<file path="src/rtl/mem_byte_bridge.sv">
`default_nettype none
// ============================================================================
// Module      : mem_byte_bridge
// Description : Converts 32-bit CPU load/store requests into byte-serial
//               cycles on an 8-bit asynchronous SRAM. Each byte takes one
//               SETUP cycle (chip enable, address, write data) followed by
//               WAIT_CYCLES+1 ACCESS cycles with OE_n or WE_n asserted.
//               Load bytes are assembled little-endian, sign/zero extended
//               and presented on rdata together with a one-cycle done pulse.
// Revision    : 1.0  initial release
// ----------------------------------------------------------------------------
// Parameters
//   ADDR_W       SRAM byte address width; upper CPU address bits are ignored
//   WAIT_CYCLES  extra cycles OE_n/WE_n are held low per byte (0..15)
// Configuration macro
//   MEM_BRIDGE_MISALIGN_EN  when defined, misaligned halfword/word accesses
//                           run byte-serially; when undefined they are
//                           rejected with a fault pulse.
// Ports
//   clk          in   system clock, all state on posedge
//   reset_n      in   asynchronous active-low reset
//   addr         in   byte address, sampled at accept
//   wdata        in   store data, sampled at accept
//   req_read     in   load request
//   req_write    in   store request
//   req_size     in   {lb,lbu,lh,lhu} one-hot, 0 = word
//   ready        out  request can be accepted this cycle
//   done         out  one-cycle pulse, access complete
//   fault        out  one-cycle pulse, request rejected
//   rdata        out  assembled load data, held until next load completes
//   bus_oe       out  rdata should drive the CPU bus (done of a load)
//   sram_addr    out  SRAM byte address
//   sram_wdata   out  SRAM write byte
//   sram_rdata   in   SRAM read byte
//   sram_ce_n    out  SRAM chip enable, active-low
//   sram_oe_n    out  SRAM output enable, active-low
//   sram_we_n    out  SRAM write enable, active-low
// ============================================================================
module mem_byte_bridge #(
  parameter int ADDR_W      = 19,
  parameter int WAIT_CYCLES = 1
) (
  input  logic              clk,
  input  logic              reset_n,
  input  logic [31:0]       addr,
  input  logic [31:0]       wdata,
  input  logic              req_read,
  input  logic              req_write,
  input  logic [3:0]        req_size,
  output logic              ready,
  output logic              done,
  output logic              fault,
  output logic [31:0]       rdata,
  output logic              bus_oe,
  output logic [ADDR_W-1:0] sram_addr,
  output logic [7:0]        sram_wdata,
  input  logic [7:0]        sram_rdata,
  output logic              sram_ce_n,
  output logic              sram_oe_n,
  output logic              sram_we_n
);

  localparam logic [3:0] C_WAIT_LOAD = 4'(WAIT_CYCLES);

  typedef enum logic [1:0] {
    S_IDLE   = 2'd0,
    S_SETUP  = 2'd1,
    S_ACCESS = 2'd2,
    S_DONE   = 2'd3
  } state_t;

  state_t r_state;
  state_t w_state_nxt;

  // Latched request
  logic              r_is_read;
  logic [3:0]        r_size;
  logic [1:0]        r_last_idx;
  logic [1:0]        r_byte_idx;
  logic [23:0]       r_wdata_rest;   // store bytes not yet presented to the SRAM
  logic [3:0]        r_wait_cnt;
  logic [31:0]       r_buf;          // load byte lanes collected so far

  // Registered outputs
  logic              r_fault;
  logic [31:0]       r_rdata;
  logic              r_ce_n;
  logic              r_oe_n;
  logic              r_we_n;
  logic [ADDR_W-1:0] r_sram_addr;
  logic [7:0]        r_sram_wdata;

  // Request decode
  logic              w_ready;
  logic              w_one_req;
  logic              w_both_req;
  logic              w_size_multi;
  logic              w_is_half;
  logic              w_is_word;
  logic              w_misalign;
  logic              w_accept;
  logic              w_reject;
  logic [1:0]        w_last_nxt;

  // Byte progress
  logic              w_byte_done;
  logic              w_last_byte;
  logic [31:0]       w_lanes;
  logic [31:0]       w_ext;

  // --------------------------------------------------------------------------
  // Request decode
  // --------------------------------------------------------------------------
  assign w_ready      = (r_state == S_IDLE) || (r_state == S_DONE);
  assign w_one_req    = req_read ^ req_write;
  assign w_both_req   = req_read & req_write;
  // x & (x-1) clears the lowest set bit; anything left means two or more bits
  assign w_size_multi = |(req_size & (req_size - 4'd1));
  assign w_is_half    = req_size[1] | req_size[0];
  assign w_is_word    = (req_size == 4'd0);

`ifdef MEM_BRIDGE_MISALIGN_EN
  assign w_misalign = 1'b0;
`else
  assign w_misalign = (w_is_half & addr[0]) | (w_is_word & (addr[1:0] != 2'b00));
`endif

  assign w_accept = w_ready & w_one_req & ~w_size_multi & ~w_misalign;
  assign w_reject = w_ready & (w_both_req | (w_one_req & (w_size_multi | w_misalign)));

  // Index of the final byte: 0 for byte, 1 for halfword, 3 for word
  always_comb begin
    w_last_nxt = 2'd0;
    if (w_is_word) begin
      w_last_nxt = 2'd3;
    end else if (w_is_half) begin
      w_last_nxt = 2'd1;
    end
  end

  // Only the low ADDR_W address bits reach the SRAM
  generate
    if (ADDR_W < 32) begin : g_unused_addr_hi
      logic w_unused_addr_hi;
      assign w_unused_addr_hi = &{1'b0, addr[31:ADDR_W]};
    end
  endgenerate

  // --------------------------------------------------------------------------
  // State register
  // --------------------------------------------------------------------------
  always_ff @(posedge clk or negedge reset_n) begin
    if (!reset_n) begin
      r_state <= S_IDLE;
    end else begin
      r_state <= w_state_nxt;
    end
  end

  // --------------------------------------------------------------------------
  // Next-state logic
  // --------------------------------------------------------------------------
  assign w_byte_done = (r_state == S_ACCESS) && (r_wait_cnt == 4'd0);
  assign w_last_byte = w_byte_done && (r_byte_idx == r_last_idx);

  always_comb begin
    w_state_nxt = r_state;
    case (r_state)
      S_IDLE: begin
        if (w_accept) begin
          w_state_nxt = S_SETUP;
        end
      end
      S_SETUP: begin
        w_state_nxt = S_ACCESS;
      end
      S_ACCESS: begin
        if (w_byte_done) begin
          w_state_nxt = w_last_byte ? S_DONE : S_SETUP;
        end
      end
      S_DONE: begin
        // A request taken in DONE goes straight to SETUP with no idle gap
        w_state_nxt = w_accept ? S_SETUP : S_IDLE;
      end
      default: begin
        w_state_nxt = S_IDLE;
      end
    endcase
  end

  // --------------------------------------------------------------------------
  // Load assembly: merge the byte arriving now into its lane, then extend
  // --------------------------------------------------------------------------
  always_comb begin
    w_lanes = r_buf;
    w_lanes[{r_byte_idx, 3'b000} +: 8] = sram_rdata;
    if (r_size[3]) begin
      w_ext = {{24{w_lanes[7]}}, w_lanes[7:0]};
    end else if (r_size[2]) begin
      w_ext = {24'h000000, w_lanes[7:0]};
    end else if (r_size[1]) begin
      w_ext = {{16{w_lanes[15]}}, w_lanes[15:0]};
    end else if (r_size[0]) begin
      w_ext = {16'h0000, w_lanes[15:0]};
    end else begin
      w_ext = w_lanes;
    end
  end

  // --------------------------------------------------------------------------
  // Datapath and SRAM strobes. Strobes are registered from the next state so
  // the async SRAM sees glitch-free control lines; WE_n/OE_n can only fall
  // on entry to ACCESS, which always follows a SETUP cycle.
  // --------------------------------------------------------------------------
  always_ff @(posedge clk or negedge reset_n) begin
    if (!reset_n) begin
      r_is_read    <= 1'b0;
      r_size       <= 4'd0;
      r_last_idx   <= 2'd0;
      r_byte_idx   <= 2'd0;
      r_wdata_rest <= 24'd0;
      r_wait_cnt   <= 4'd0;
      r_buf        <= 32'd0;
      r_fault      <= 1'b0;
      r_rdata      <= 32'd0;
      r_ce_n       <= 1'b1;
      r_oe_n       <= 1'b1;
      r_we_n       <= 1'b1;
      r_sram_addr  <= '0;
      r_sram_wdata <= 8'd0;
    end else begin
      r_fault <= w_reject;
      r_ce_n  <= !((w_state_nxt == S_SETUP) || (w_state_nxt == S_ACCESS));
      r_oe_n  <= !((w_state_nxt == S_ACCESS) && r_is_read);
      r_we_n  <= !((w_state_nxt == S_ACCESS) && !r_is_read);

      if (w_accept) begin
        r_is_read    <= req_read;
        r_size       <= req_size;
        r_last_idx   <= w_last_nxt;
        r_byte_idx   <= 2'd0;
        r_sram_addr  <= addr[ADDR_W-1:0];
        r_sram_wdata <= wdata[7:0];
        r_wdata_rest <= wdata[31:8];
      end else if (w_byte_done && !w_last_byte) begin
        // Advance to the next byte; the address wraps modulo 2^ADDR_W
        r_byte_idx   <= r_byte_idx + 2'd1;
        r_sram_addr  <= r_sram_addr + ADDR_W'(1);
        r_sram_wdata <= r_wdata_rest[7:0];
        r_wdata_rest <= {8'h00, r_wdata_rest[23:8]};
      end

      if (r_state == S_SETUP) begin
        r_wait_cnt <= C_WAIT_LOAD;
      end else if ((r_state == S_ACCESS) && (r_wait_cnt != 4'd0)) begin
        r_wait_cnt <= r_wait_cnt - 4'd1;
      end

      if (w_byte_done && r_is_read) begin
        r_buf <= w_lanes;
      end

      // rdata changes only as DONE is entered for a load
      if (w_last_byte && r_is_read) begin
        r_rdata <= w_ext;
      end
    end
  end

  // --------------------------------------------------------------------------
  // Outputs
  // --------------------------------------------------------------------------
  assign ready      = w_ready;
  assign done       = (r_state == S_DONE);
  assign fault      = r_fault;
  assign rdata      = r_rdata;
  assign bus_oe     = (r_state == S_DONE) & r_is_read;
  assign sram_addr  = r_sram_addr;
  assign sram_wdata = r_sram_wdata;
  assign sram_ce_n  = r_ce_n;
  assign sram_oe_n  = r_oe_n;
  assign sram_we_n  = r_we_n;

endmodule
`default_nettype wire

</file>
<file path="config.mk">
export PLATFORM = sky130hd
export DESIGN_NAME = mem_byte_bridge
export DESIGN_NICKNAME = d
export VERILOG_FILES = /design/src/rtl/mem_byte_bridge.sv
export SDC_FILE = /design/constraint.sdc
export NUM_CORES = 1
export LEC_CHECK = 0
export ABC_AREA = 1
export CORE_ASPECT_RATIO = 1.2
export CORE_MARGIN = 3
export CORE_UTILIZATION = 33
export DETAILED_ROUTE_END_ITERATION = 10
export PLACE_DENSITY_LB_ADDON = 0.3
export SLEW_MARGIN = 20
export SYNTH_ARGS = -nofsm -noshare
export SYNTH_HDL_FRONTEND = slang
export SYNTH_SLANG_ARGS = --single-unit
</file>
<file path="constraint.sdc">
create_clock -name clk -period 2.5 [get_ports clk]
set_input_delay 0.25 -clock clk [delete_from_list [all_inputs] [get_ports clk]]
set_output_delay 0.25 -clock clk [all_outputs]
set_load 0.02 [all_outputs]
</file>
After elaboration in Yosys (flattened, before gate mapping)
Index checks and enable logic that the tools add are counted.

word-level totals
  flip-flop bits (word level) = 134
  input bits = 80
  output and inout port bits = 66

operators by class
  $add $sub $neg = 5
  equality and inequality tests = 6
  shift-type cells = 2
  muxes and demuxes = 22
  bitwise logic cells = 17
  reduce and logical (&&, ||, !) cells = 23

operators with widths
  operator                  number
  $mux W32                  4
  $mux W24                  2
  $mux W19                  2
  $bwmux W32                1
  $shift A8 B7 Y32 const A  1
  $shiftx A8 B7 Y32         1
  $add A19 B1 Y19 const B   1
  $mux W8                   2
  $mux W2                   6
  $and A1 B1 Y1             9
  $logic_and A1 B1 Y1       8
  $logic_not A4 Y1          2
  $mux W4                   2
  $pmux W2 S4               1
  $sub A4 B1 Y4 const B     2
  $neg A5 Y7                1
  $eq A2 B2 Y1 const B      3
  $reduce_bool A2 Y1        3
  $logic_not A1 Y1          5
  $and A4 B4 Y4             1
  $eq A2 B1 Y1 const B      2
  $or A1 B1 Y1              4
  $reduce_bool A4 Y1        1
  $reduce_or A4 Y1          1
  7 further kinds           10

Logic depth before layout (Yosys ltp)
  depth after elaboration = 11
  mapped depth = 11

Worst setup path after synthesis
No wires, ideal clock.

  kind = register to register
  start = reg r_byte_idx[0]
  end = reg r_rdata[20], in the netlist rdata[20]
  setup time = 0.073 ns
  arrival = 1.837 ns
  data required time = 2.427 ns
  path slack = 0.590 ns
  cell stages (with the launch flop) = 10
  buffers on the path = 3
  period minus slack after synthesis = 1.910 ns
  path through = dfrtp_1 buf_6 inv_1 ha_1 buf_2 or2_2 a21oi_2 nor2_4 buf_6 a21oi_2

on the way
  cells in the longest elaborated chain, start to end = 7
  elaborated cells between the ends (all ways) = 11

ends and longest elaborated chain
  what                                                   RTL line  source
  start: declaration                                     79        logic [1:0] r_byte_idx;
  start signal: assignment                               248       r_byte_idx <= r_byte_idx + 2'd1;
  $neg A5 Y7                                             197       w_lanes[{r_byte_idx, 3'b000} +: 8] = sram_rdata;
  $shiftx A8 B7 Y32 or $shift A8 B7 Y32 (tied branches)  197
  $bwmux W32                                             197
  $mux W32                                               204       end else if (r_size[0]) begin
  $mux W32                                               202       end else if (r_size[1]) begin
  $mux W32                                               200       end else if (r_size[2]) begin
  $mux W32                                               198       if (r_size[3]) begin
  end signal: assignment                                 266       r_rdata <= w_ext;
  end: declaration                                       86        logic [31:0] r_rdata;

Parallel ways exist; a longest one is shown, timed or not.
A chain may end at the register's enable or synchronous reset.

Worst setup path after layout
  start = reg r_byte_idx[1]
  end = reg r_rdata[9], in the netlist rdata[9]

Same word-level chain as after synthesis.

==> metrics.log <==
INFO  metric place.port_buffers = 132
INFO  metric timing.fmax = 455 MHz
INFO  metric number_of_nets_produced_by_synthesis = 991
INFO  metric status = finished, final reports clean
INFO  metric n_antenna_cell = 0
INFO  metric synthAdderAreaFrac = 2.49%
INFO  metric ctsResizeCount = 0
INFO  metric tritoncts = yes
INFO  metric timing.final.crit_share = 88.0%
INFO  metric cell_internal_power_dissipation = ~6800 uW
INFO  metric grt_pass1_wl = approximately 31000 um
INFO  metric post_layout_nonfiller_instances = 1300
INFO  metric ys_top_cells_by_count = 261 x sky130_fd_sc_hd__nand2_1, 136 x sky130_fd_sc_hd__nand3_1, 131 x sky130_fd_sc_hd__dfrtp_1
INFO  metric avgSynthCellArea = 7.83 um2
INFO  metric cts.htree.levels = 4
INFO  metric post_synth_mux_area_share = 0%
INFO  metric max_cap_violations = 0
INFO  metric topRoutingLayerUsed = met4
INFO  metric detailedRoute.firstPassIterationCount = 5
INFO  metric power_density = 1200 nW/um2
INFO  metric placed_cells_incl_taps = 1267
INFO  metric power.leakage = ~0.0042 uW
INFO  metric grt.overflow.total = 0
INFO  metric final_nets = 1116
INFO  metric power.share.clock = roughly a quarter
INFO  metric drt.antenna.violating_nets = 0
INFO  metric critical_path.startpoint_type = flip-flop
INFO  metric clock_sink_count = 134
INFO  metric yosys_warnings = 0
INFO  metric critical-path-max-stage-delay = ~600 ps
INFO  metric dp_worst_setup_slack = 249 ps
INFO  metric cts-root-to-sink-buffers = 2
INFO  metric report.final.slew_viol_count = 0
INFO  metric routed_wirelength = 19000 um
INFO  metric synth.largest_area_cell = sky130_fd_sc_hd__dfrtp_1
INFO  metric hold_viol_final = 0
INFO  metric synth.cell_area = 7020 um2
INFO  metric io_pins = approximately 150
INFO  metric die-width = between 100 and 150 um
INFO  metric clk_transition_reported_paths = 60 ps
INFO  metric power.share.sequential = between 30% and 40%
INFO  metric worst_skew_pair_latency = 420 ps
INFO  metric vias_per_cell = roughly 4.9
INFO  metric postSynthRegisterBits = approximately 130
INFO  metric yosys.area_share.simple = 29.5%
INFO  metric ir_worst_vdd = around 0.51 mV
INFO  metric root_buffer = sky130_fd_sc_hd__clkbuf_16
INFO  metric netlist-cell-type-count = 34
INFO  metric post_cts_buffers = 0
INFO  metric first_global_vias = 6115
INFO  metric wirelength_met1 = 8170 um
INFO  metric yosysSeqAreaShare = 47.8%
INFO  metric layout.cell_area.non_filler = 9240 um2
INFO  metric routed_length_on_met2 = around 9000 um
INFO  metric crit_path_cell_trace = inv_1, ha_1, nor2_1, nand4_1, a21oi_2, nor2_4, a21oi_1
INFO  metric worstMarginPinSlew = 765 ps
INFO  metric wl_per_cell = 14.6 um
INFO  metric synth_async_sr_flop_share = 100%
INFO  metric p_sw_share = between 30 and 40%
INFO  metric globalplace.congestion = 0.853
INFO  metric post-synth-top-count-cell = sky130_fd_sc_hd__nand2_1
INFO  metric setup_ws = 301 ps
INFO  metric worst-endpoint-required = 2760 ps
INFO  metric netSwitchingPower = 4290 uW
INFO  metric final_layout_size_suffix_gt1_share = 8.12%
INFO  metric period_minus_slack = roughly 2200 ps
INFO  metric yosys.area.top_type_share = 46.7%
INFO  metric fraction_of_the_mapped_netlist_area_in_compound_gates = about a tenth
INFO  metric main_combinational_cell_family_by_area_after_synthesis = simple AND/OR/NAND/NOR gates
INFO  metric synth_ff_type = sky130_fd_sc_hd__dfrtp_1
INFO  metric areaGrowthSynthToFinish = 31.5%
INFO  metric floorplan.core_area = 20600 um2
INFO  metric synth_enable_flop_cells = 0
INFO  metric unrepaired_setup_endpoints_after_global_routing = no
INFO  metric combinationalPowerShare = 42.4%
INFO  metric holdCritPathClass = in2async
INFO  metric tritoncts_buffer_count = 17
INFO  metric drc = 0
INFO  metric drtIter0Drc = 403
INFO  metric crit_fanout = 24
INFO  metric largest_cells_by_area_after_synthesis = sky130_fd_sc_hd__dfrtp_1 47%, sky130_fd_sc_hd__nand2_1 14%, sky130_fd_sc_hd__nand3_1 9.7%, sky130_fd_sc_hd__inv_1 4.3%, sky130_fd_sc_hd__o21ai_0 3.4%
INFO  metric pin_count_of_the_biggest_net_entering_global_routing = 65
INFO  metric filler_cell_count = 2075
INFO  metric hold-worst-slack = 360 ps
INFO  metric detailroute.via_count = 6321
INFO  metric placementRows = 57
INFO  metric initial_core_util = 34.1%
INFO  metric worst_clk_skew = between 8 and 9 ps
INFO  metric placed_cell_area = roughly 8600 um2
INFO  metric crit_arrival = 2460 ps
INFO  metric design.die.area = between 20000 and 25000 um2
INFO  metric critical_path_cell_with_the_highest_stage_delay = sky130_fd_sc_hd__nor2_4
INFO  metric dp.final_hpwl = around 13000 um
INFO  metric tns = 0 ps
INFO  metric met3RoutedLength = 1240 um
INFO  metric antenna_found_initial = 0
INFO  metric slew_headroom = 48.9%
INFO  metric dieHeight = 166 um
INFO  metric setup_viol_count_final = 0
INFO  metric synth_cells = 897
INFO  metric grt_use_total = ~17%
INFO  metric critPathKind = reg2reg
INFO  metric setup.worst_path.end_class = flip-flop
INFO  metric synth-xor-area-share = between 1 and 1.5%
[cell usage in the layout (no fill, tap or decap), types with 4 or more instances in the layout]
cell                              synthesis  routed
sky130_fd_sc_hd__dfrtp_1                131     131
sky130_fd_sc_hd__nand3_1                136     136
sky130_fd_sc_hd__nand4_1                  7       7
sky130_fd_sc_hd__o21ai_1                  9       9
sky130_fd_sc_hd__o22ai_1                 30      30
sky130_fd_sc_hd__o21ai_0                 48      48
sky130_fd_sc_hd__nand2_2                  4       4
sky130_fd_sc_hd__xnor2_1                  6       6
sky130_fd_sc_hd__clkdlybuf4s50_1          0     131
sky130_fd_sc_hd__ha_1                    14      14
sky130_fd_sc_hd__clkbuf_16                0      17
sky130_fd_sc_hd__inv_1                   81      81
sky130_fd_sc_hd__buf_4                    4      16
sky130_fd_sc_hd__a21oi_1                 20      20
sky130_fd_sc_hd__clkbuf_8                 0       5
sky130_fd_sc_hd__a21oi_2                 13      13
sky130_fd_sc_hd__bufinv_16                0       4
sky130_fd_sc_hd__nor2_1                  62      61
sky130_fd_sc_hd__xor2_1                   6       6
sky130_fd_sc_hd__nand2_1                261     261
[per-stage QoR]
step	power, uW	util, %
floorplan	6630	-
global placement	8360	41.6
detailed placement	8450	41.6
CTS	11200	44.8
global route	11900	44.8
finish	11100	44.8
[power by group through the flow]
stage	logic [uW]	registers (uW)	clock network, uW
floorplan	2550	4080	0
global placement	4680	3680	0
detailed placement	4760	3690	0
CTS	4780	3670	2790
global route	5230	3800	2880
finish	4710	3670	2740
[area by class of cell]
class                      count  area (um2)  share of cell area [%]
timing repair buffer         151        1490                    16.2
inverter                      86         323                    3.49
clock inverter                 8         143                    1.54
tap                          265         332                    3.59
sequential                   134        3360                    36.3
clock buffer                  24         502                    5.43
multi-input combinational    632        3090                    33.4
[state kept, by name (all words and copies together), names as in the netlist]
| register | flops |
|---|---|
| r_is_read | 1 |
| r_wdata_rest | 24 |
| fault | 1 |
| r_last_idx | 2 |
| r_state | 2 |
| rdata | 32 |
| sram_wdata | 8 |
| r_size | 4 |
| r_buf | 32 |
| sram_oe_n | 1 |
| r_wait_cnt | 4 |
| sram_ce_n | 1 |
| sram_we_n | 1 |
| sram_addr | 19 |
| r_byte_idx | 2 |
[per-layer routing]
| layer | vias up | track usage (%) |
|---|---|---|
| li1 | 3175 | - |
| met1 | 2924 | 21.0 |
| met2 | 196 | 27.3 |
| met3 | 26 | 4.93 |
| met4 | 0 | 5.79 |
| met5 | - | 0 |
[logic make-up (layout without fill, tap and decap cells)]
family | after synthesis | after routing
DFF | 134 | 134
adders and majority gates | 14 | 14
AOI/OAI and AO/OA | 125 | 125
xor gates and xnor gates | 12 | 12
buffers and inverters | 131 | 269
and+or+nand+nor | 481 | 481
[critical path: cells and delay by family, from the launching register on]
| family | cells | cell delay, ps |
|---|---|---|
| simple gates | 3 | 790 |
| flops | 1 | 490 |
| fa+ha+maj | 1 | 400 |
| compound gates | 2 | 240 |
| buf+inv | 1 | 120 |
[worst paths after layout]
| path | start | end | slack, ps | cells past startpoint |
|---|---|---|---|---|
| max in group asynchronous | reset_n | r_size[0] | 1360 | 3 |
| min in group clk | wdata[31] | r_wdata_rest[23] | 360 | 3 |
| hold / removal | reset_n | rdata[5] | 360 | 2 |
| setup / recovery | r_byte_idx[1] | rdata[9] | 300 | 7 |
| hold reg to reg | r_is_read | sram_oe_n | 430 | 1 |
| setup reg to reg | r_byte_idx[1] | rdata[9] | 300 | 7 |
[what timing repair did]
item                                    in CTS  in global routing
hold buffers                                 1                  0
endpoints found under the setup margin       0                  0
hold endpoints to repair                    53                  0
Power figures use the tool's default switching activity.
